**config.mk**
```make
export PLATFORM = sky130hd
export DESIGN_NAME = branch_predictor_gshare
export DESIGN_NICKNAME = d
export VERILOG_FILES = /design/src/rtl/bp_pkg.sv /design/src/rtl/bp_sat_counter.sv /design/src/rtl/branch_predictor_gshare.sv
export SDC_FILE = /design/constraint.sdc
export NUM_CORES = 1
export LEC_CHECK = 0
export CAP_MARGIN = 20
export CELL_PAD_IN_SITES_DETAIL_PLACEMENT = 1
export CELL_PAD_IN_SITES_GLOBAL_PLACEMENT = 2
export CORE_MARGIN = 2
export CORE_UTILIZATION = 43
export DETAILED_ROUTE_END_ITERATION = 7
export DONT_BUFFER_PORTS = 1
export PLACE_DENSITY = 0.94
export SYNTH_ARGS = -nofsm -noshare
export SYNTH_HDL_FRONTEND = slang
export SYNTH_SLANG_ARGS = --single-unit
```
**constraint.sdc**
```tcl
create_clock -name CLK -period 2.6 [get_ports CLK]
set_input_delay 0 -clock CLK [delete_from_list [all_inputs] [get_ports CLK]]
set_output_delay 0 -clock CLK [all_outputs]
set_load 0.01 [all_outputs]
```
**src/rtl/bp_pkg.sv**
```systemverilog
// bp_pkg
// Shared definitions for the branch direction predictor:
//   - default parameter constants for the predictor table
//   - weak_nt(): reset value of a counter (weakly not-taken)
//   - sat_inc()/sat_dec(): saturating counter arithmetic on a 32-bit carrier
// No ports; imported by bp_sat_counter and branch_predictor_gshare.
package bp_pkg;

  localparam int DEF_INDEX_W = 4;
  localparam int DEF_CNT_W   = 2;
  localparam int DEF_GHR_W   = 4;

  localparam logic [15:0] MISPRED_MAX = 16'hFFFF;

  // Largest value that still predicts not-taken: 2^(cnt_w-1)-1.
  function automatic int weak_nt(input int cnt_w);
    return (1 << (cnt_w - 1)) - 1;
  endfunction

  function automatic logic [31:0] sat_inc(input logic [31:0] value,
                                          input logic [31:0] max_value);
    return (value >= max_value) ? max_value : value + 32'd1;
  endfunction

  function automatic logic [31:0] sat_dec(input logic [31:0] value);
    return (value == 32'd0) ? 32'd0 : value - 32'd1;
  endfunction

endpackage

```
**src/rtl/bp_sat_counter.sv**
```systemverilog
// bp_sat_counter
// One CNT_W-bit saturating up/down counter of the prediction table.
// Ports:
//   clk    in   clock, rising edge
//   rst_n  in   asynchronous active-low reset (loads weakly not-taken)
//   en     in   apply one step this cycle
//   up     in   1 = count up (taken), 0 = count down (not taken)
//   taken  out  counter MSB, the predicted direction
module bp_sat_counter
  import bp_pkg::*;
#(
  parameter int CNT_W = DEF_CNT_W
) (
  input  logic clk,
  input  logic rst_n,
  input  logic en,
  input  logic up,
  output logic taken
);

  localparam logic [31:0]      MAX_VAL   = (32'd1 << CNT_W) - 32'd1;
  localparam logic [CNT_W-1:0] RESET_VAL = CNT_W'(weak_nt(CNT_W));

  logic [CNT_W-1:0] count;

  always_ff @(posedge clk or negedge rst_n) begin
    if (!rst_n) begin
      count <= RESET_VAL;
    end else if (en) begin
      if (up) begin
        count <= CNT_W'(sat_inc(32'(count), MAX_VAL));
      end else begin
        count <= CNT_W'(sat_dec(32'(count)));
      end
    end
  end

  assign taken = count[CNT_W-1];

endmodule

```
**src/rtl/branch_predictor_gshare.sv**
```systemverilog
// branch_predictor_gshare
// Direction predictor with 2^INDEX_W saturating counters. Build option
// BP_GSHARE_EN hashes the lookup PC with a speculative global history;
// without it the table is indexed by the PC alone (bimodal).
// Ports:
//   CLK                in   clock, rising edge
//   RST                in   asynchronous active-low reset
//   Lookup_en          in   request a prediction this cycle
//   Lookup_PC          in   low PC bits of the fetched branch
//   Prediction         out  registered predicted direction (1 = taken)
//   Pred_valid         out  registered: Prediction/Pred_index are new
//   Pred_index         out  registered table index used by the lookup
//   Update_en          in   a branch resolved this cycle
//   Update_index       in   Pred_index carried back with the branch
//   Update_taken       in   actual outcome
//   Update_mispredict  in   predicted direction was wrong (with Update_en)
//   Mispredict_count   out  saturating count of mispredicts
module branch_predictor_gshare
  import bp_pkg::*;
#(
  parameter int INDEX_W = DEF_INDEX_W,
  parameter int CNT_W   = DEF_CNT_W,
  parameter int GHR_W   = DEF_GHR_W
) (
  input  logic               CLK,
  input  logic               RST,
  input  logic               Lookup_en,
  input  logic [INDEX_W-1:0] Lookup_PC,
  output logic               Prediction,
  output logic               Pred_valid,
  output logic [INDEX_W-1:0] Pred_index,
  input  logic               Update_en,
  input  logic [INDEX_W-1:0] Update_index,
  input  logic               Update_taken,
  input  logic               Update_mispredict,
  output logic [15:0]        Mispredict_count
);

  localparam int DEPTH = 1 << INDEX_W;

  logic [DEPTH-1:0]   counter_taken;
  logic [INDEX_W-1:0] lookup_idx;
  logic               taken_pred;
  logic               mispredict;

  assign mispredict = Update_en && Update_mispredict;

  for (genvar i = 0; i < DEPTH; i++) begin : g_cnt
    bp_sat_counter #(.CNT_W(CNT_W)) u_cnt (
      .clk   (CLK),
      .rst_n (RST),
      .en    (Update_en && (Update_index == INDEX_W'(i))),
      .up    (Update_taken),
      .taken (counter_taken[i])
    );
  end

  // The read is combinational and sees the pre-update counter, so a
  // same-cycle update to the same entry is not bypassed.
  assign taken_pred = counter_taken[lookup_idx];

`ifdef BP_GSHARE_EN
  logic [GHR_W-1:0] ghr_spec;
  logic [GHR_W-1:0] ghr_commit;
  logic [GHR_W-1:0] ghr_commit_next;

  // Width cast drops the oldest history bit, which also covers GHR_W = 1.
  assign ghr_commit_next = GHR_W'({ghr_commit, Update_taken});
  assign lookup_idx      = Lookup_PC ^ INDEX_W'(ghr_spec);

  // Mispredict recovery overrides the speculative shift of a same-cycle
  // lookup; the restored history is the freshly committed one.
  always_ff @(posedge CLK or negedge RST) begin
    if (!RST) begin
      ghr_spec   <= '0;
      ghr_commit <= '0;
    end else begin
      if (Update_en) begin
        ghr_commit <= ghr_commit_next;
      end
      if (mispredict) begin
        ghr_spec <= ghr_commit_next;
      end else if (Lookup_en) begin
        ghr_spec <= GHR_W'({ghr_spec, taken_pred});
      end
    end
  end
`else
  assign lookup_idx = Lookup_PC;
`endif

  // Output stage: Prediction/Pred_index hold while no lookup is issued.
  always_ff @(posedge CLK or negedge RST) begin
    if (!RST) begin
      Prediction <= 1'b0;
      Pred_valid <= 1'b0;
      Pred_index <= '0;
    end else begin
      Pred_valid <= Lookup_en;
      if (Lookup_en) begin
        Prediction <= taken_pred;
        Pred_index <= lookup_idx;
      end
    end
  end

  always_ff @(posedge CLK or negedge RST) begin
    if (!RST) begin
      Mispredict_count <= '0;
    end else if (mispredict && (Mispredict_count != MISPRED_MAX)) begin
      Mispredict_count <= Mispredict_count + 16'd1;
    end
  end

endmodule

```
==> results of run 1 <==
==> path summary, 6_finish.rpt <==
| path | start | to | slack (ns) |
|---|---|---|---|
| min in group asynchronous | RST | g_cnt[6].u_cnt.count[1] | 0.20 |
| worst max register to register | Mispredict_count[2] | Mispredict_count[1] | 0.70 |
| max in group asynchronous | RST | g_cnt[4].u_cnt.count[0] | 2.09 |
| worst max-delay path | Mispredict_count[2] | Mispredict_count[1] | 0.70 |
| worst min register to register | g_cnt[5].u_cnt.count[0] | g_cnt[5].u_cnt.count[0] | 0.56 |
| worst min-delay path | Update_index[0] | g_cnt[2].u_cnt.count[0] | 0.03 |
==> flip-flops by register name (all words and copies together) (netlist names) <==
signal / flops
g_cnt.u_cnt.count: 32
Mispredict_count: 16
Pred_index: 4
Pred_valid: 1
Prediction: 1
==> cell type report <==
cell class | instances | share of cell area, %
Clock buffer | 5 | 2.212
Timing Repair Buffer | 15 | 5.308
Inverter | 12 | 1.448
Multi-Input combinational cell | 202 | 42.30
Sequential cell | 54 | 44.07
Clock inverter | 3 | 1.568
Tap cell | 77 | 3.096
==> cells by family after synthesis <==
family | synth area share [%]
AO/OA/AOI/OAI | 19.85
XOR/XNOR | 3.166
adder cells (fa/ha/maj) | 0.4522
buffers and inverters | 2.849
flip-flops | 49.57
multiplexers | 7.191
AND/OR/NAND/NOR | 16.92
==> metrics by stage <==
step | total power (uW) | util [%] | cells
floorplan | 1211 | - | 277
global placement | 1257 | 45.19 | 346
detailed placement | 1270 | 45.19 | 346
CTS | 1911 | 49.57 | 368
global route | 1972 | 49.57 | 368
finish | 1892 | 49.57 | 368
==> cells in the final DEF (no fill, tap or decap), types with 3 or more instances in the layout <==
cell and instances:
clkbuf_8 5, a21oi_1 26, dfstp_2 16, nand3b_1 3, inv_1 12, xor2_1 7
o211ai_1 9, nand2_1 15, nand4_1 5, dfrtp_1 38, a211oi_1 6, o22ai_1 9
mux2_2 5, dlygate4sd3_1 13, mux4_1 4, nor3_1 13, nor2b_1 3, xnor2_1 3
nand3_1 11, a31oi_1 15, a41oi_1 3, nor2_1 21, o21ai_0 23
==> what timing repair did <==
item                                   CTS  global route
hold buffers                            14             0
endpoints found under the hold margin   68             0
buffers inserted                         0             0
==> power breakdown <==
part	total, uW	switching, uW	internal, uW	leakage (uW)
logic	227	121	106	0.000552
clock network	593	299	294	0.0000563
registers	1070	124	948	0.000601
==> worst reg2reg max path, stage by stage, from the launching register on <==
cell     delay (ns)
dfrtp_1        0.46
nand4_1        0.35
nor4_4         0.55
nor2_1         0.13
mux2_2         0.29
==> layer usage <==
metal  vias up  part of all wire, %
met2        31                   50
li1       1069                    -
met1      1182                   46
met4         0                  1.3
met5         -                    0
met3        11                  2.6
==> flow_summary.yaml, run 1 <==
global_route:
  grt_pass1_vias: 2360
  grtUsageTotal_pct: 21.08
  grt_antenna_before_repair: 0
  overflow: 0
  grtUsageMet1_pct: 28.18
  grt_most_used_layer: "met2"
  grt_max_degree: 55
  grtUsageMet2_pct: 35.64
  grt_pass1_wl_mm: 12.00
  grt_util_met3_pct: 3.835
timing:
  fmax_mhz: 527.4
  hold_ws_ns: 0.03014
  clock-skew-final_ns: 0.004489
  final.period_utilization_pct: 72.93
  period_needed_ns: 1.896
  hold_viol: 0
  drv_slew: 0
  relSlewSlack_pct: 37.23
  tns_ns: 0
  setup_viol: 0
  fin_ws_ns: 0.7038
  tightest_slew_ns: 0.9406
  rsz0062_at_grt: "no"
yosys:
  synth-edff-count: 0
  ys_seq_area_share_pct: 49.57
  yosysMostFrequentCell: "dfrtp_1"
  synth_ff_type: "dfrtp_1"
  yosys_register_bits: 54
  synth_nets: 292
  syn_area_per_cell_sq_um: 9.987
  synth.distinct_cells: 38
  ys_top_cells_by_count: "dfrtp_1, a21oi_1, o21ai_0"
  ys_top_cells_by_area: "dfrtp_1, dfstp_2, a21oi_1"
  ys_warn_count: 0
  yosysTopAreaCell: "dfrtp_1"
  async_flop_share_pct: 100.0
  synth_top_cell_area_share_pct: 34.37
  syn_inst: 277
  synthesis.area_sq_um: 2766
routing:
  drt-wirelength-per-cell_um: 19.26
  vias: 2293
  drt-initial-drc-count: 70
  wl_mm: 7.089
  vias_per_cell: 6.231
  drc: 0
  final_antenna_net_count: 0
  dr.pass1.iters: 4
power_and_ir_drop:
  power.density_nw_per_um2: 607.9
  p_leak_uw: 0.001209
  vdd_drop_max_v: 0.0003363
layout:
  fin_area_sq_um: 3112
  nets: 305
  multi_input_area_sq_um: 1316
  diodes: 0
  seq_area_sq_um: 1371
  syn2layout_area_growth_pct: 12.48
  drive_above_1_share_pct: 12.37
  num-fill-cells: 720
critical_path:
  cp_slowest_cell: "nor4_4"
  path_buf_inv: 0
  worst_ep_arrival_time_ns: 2.11
  path_depth: 4
  critical_path_class: "reg2reg"
  cp_max_fo: 7
  r2r_cells: 4
  critPathRequiredTime_ns: 2.81
  critPathTopFamily: "simple AND/OR/NAND/NOR gates"
  path_cells: "nand4_1, nor4_4, nor2_1, mux2_2"
  start_kind: "flip-flop"
  setup.worst_path.end_class: "flip-flop"
  critical-path-max-stage-delay_ns: 0.55
floorplan:
  std_cell_rows: 29
  die_w_um: 84.21
  die_h_um: 84.21
  initial_core_util_pct: 44.07
  dieArea_sq_um: 7091
  io_pins: 36
  coreArea_sq_um: 6277
min_path:
  hold_path.class: "in2reg"
  worstHoldPathCells: 3
clock_network:
  clk_root_buffer_cell: "clkbuf_8"
  cts_made_buffers: 5
  clockBufferDepth: 2
  clock_latency_ns: 0.32
  htree_levels: 2
  clk_pin_slew_ns: 0.10
  clkSinkCount: 54
  ctsResizeCount: 0
  cts_tree: "done"
placed_design:
  dpl_cell_area_sq_um: 2836
  portBuffers: 0
  dp_hpwl_mm: 4.692
  place_ws_ns: 0.7424
  place_congestion: 0.7811
job:
  max_cap_violations: 0
run_status:
  outcome: "complete, no violations"
Power figures use the tool's default switching activity.
==> run 2: changes to the inputs <==
Settings changed: CORE_UTILIZATION 43 to 36, PLACE_DENSITY 0.94 to 0.85.
Clock period 2.6 ns to 1.65 ns, I/O delays scaled along.
==> run 2 against run 1 <==
Against the previous run:
- combinational power rose to 2.6 times the previous value
- routed wire length up 12%
- die area up 18%
- clock-buffer cell count unchanged
- hold slack worse by 0.34 ns
- final cell count up 18%
- the flow now finishes with violations (hold timing, setup timing)
- cell area up 11%
==> flow_summary.yaml, run 2 (synthesized netlist as in run 1, its figures left out) <==
routing:
  wl_met2_mm: 3.955
  vias: 2478
  drc: 0
  met3_length_um: 336
  final_antenna_net_count: 0
  vias_per_cell: 5.710
  routed.top_layer: "met4"
  wl_met1_mm: 3.551
  dr.pass1.iters: 4
  drt-wirelength-per-cell_um: 18.33
  drt-initial-drc-count: 82
  wl_mm: 7.954
floorplan:
  die_h_um: 91.66
  initial_core_util_pct: 37.74
  coreArea_sq_um: 7331
  dieArea_sq_um: 8402
  io_pins: 36
  die_w_um: 91.66
  std_cell_rows: 31
timing:
  drv_slew: 0
  hold_ws_ns: -0.3134
  fmax_mhz: 580.1
  period_needed_ns: 1.724
  fin_ws_ns: -0.07383
  tightest_slew_ns: 0.6613
  hold_viol: 2
  rsz0062_at_grt: "yes"
  clock-skew-final_ns: 0.005892
  setup_viol: 1
  final.period_utilization_pct: 104.5
  relSlewSlack_pct: 55.72
layout:
  top_regs: "g_cnt.u_cnt.count: 32 flops, Mispredict_count: 16 flops, Pred_index: 4 flops"
  drive_above_1_share_pct: 24.78
  finalNonFillerCells: 434
  final_common_cell: "buf_4"
  top_register: "g_cnt.u_cnt.count"
  largest_register_ffs: 32
  final_cell_mix: "buf_4, dfrtp_1, a21oi_1"
  utilization_pct: 47.12
  syn2layout_area_growth_pct: 24.88
  nets: 349
  num-fill-cells: 820
  diodes: 0
global_route:
  overflow: 0
  grt_max_degree: 55
  grt_pass1_vias: 2569
  grt_pass1_wl_mm: 13.53
  grtUsageTotal_pct: 20.42
  grt_antenna_before_repair: 0
critical_path:
  critical-path-max-stage-delay_ns: 0.50
  path_cells: "mux4_2, mux4_2, mux2_4"
  start_kind: "flip-flop"
  path_buf_inv: 0
  critical_path_class: "reg2reg"
  cp_slowest_cell: "mux4_2"
  critPathTopFamily: "multiplexers"
  critPathRequiredTime_ns: 1.88
  worst_ep_arrival_time_ns: 1.95
  setup.worst_path.end_class: "flip-flop"
  cp_max_fo: 2
  cpMostUsedCell: "mux4_2"
clock_network:
  htree_levels: 2
  clockBufferDepth: 2
  clkSinkCount: 54
  cts_tree: "done"
  clk_root_buffer_cell: "clkbuf_8"
  clock_latency_ns: 0.33
  cts_made_buffers: 5
  ctsHoldBuffers: 18
  clk_pin_slew_ns: 0.11
job:
  max_cap_violations: 0
placed_design:
  place_congestion: 0.7796
  placed_cells: 407
  portBuffers: 0
  place_ws_ns: -0.05599
  dp_hpwl_mm: 5.314
power_and_ir_drop:
  power.density_nw_per_um2: 872.8
  p_leak_uw: 0.001400
  power_uw: 3015
  vdd_drop_max_v: 0.0003116
min_path:
  hold_path.class: "in2reg"
run_status:
  outcome: "finished, violations left"
  violations: "hold timing, setup timing"
run 2: worst paths after layout:
| kind | start | end | slack (ns) | cells past startpoint |
|---|---|---|---|---|
| max | g_cnt[3].u_cnt.count[1] | Prediction | -0.07 | 3 |
| min | Lookup_en | Pred_valid | -0.31 | 0 |
| max reg2reg | g_cnt[3].u_cnt.count[1] | Prediction | -0.07 | 3 |
| min reg2reg | g_cnt[11].u_cnt.count[0] | g_cnt[11].u_cnt.count[0] | 0.55 | 2 |
| max in group asynchronous | RST | g_cnt[11].u_cnt.count[0] | 1.14 | 2 |
| min in group asynchronous | RST | Pred_index[1] | 0.23 | 2 |
run 2: cell type report:
cell class | instances | area [sq um] | area share (%)
clock inverter | 3 | 23.77 | 0.6882
sequential | 54 | 1371 | 39.70
tap | 99 | 123.9 | 3.586
multi-input combinational | 202 | 1316 | 38.10
clock buffer | 5 | 68.82 | 1.992
timing repair buffer | 59 | 505.5 | 14.63
inverter | 12 | 45.04 | 1.304
run 2: report_power, final:
group | total (uW) | switching [uW] | internal (uW)
clock network | 821 | 516 | 306
logic | 588 | 306 | 282
registers | 1610 | 113 | 1490
run 2: what timing repair did:
item / in CTS / in global routing
pin swaps: 0 / 0
gates resized for setup: 0 / 3
endpoints found under the hold margin: 67 / 2
setup buffers: 1 / 0
setup endpoints to repair: 1 / 6
run 2: metrics by stage:
step | setup TNS, ns | instance area (sq um)
finish | -0.07383 | 3455
global route | -0.1210 | 3455
floorplan | -0.02169 | 2751
CTS | -0.06571 | 3440
detailed placement | -0.05599 | 3142
global placement | -0.03042 | 3142
run 2: metal layers:
metal	vias to the layer above	track usage (%)
met5	-	0
met2	49	34.99
met3	11	4.108
li1	1159	-
met1	1259	26.38
met4	0	5.303
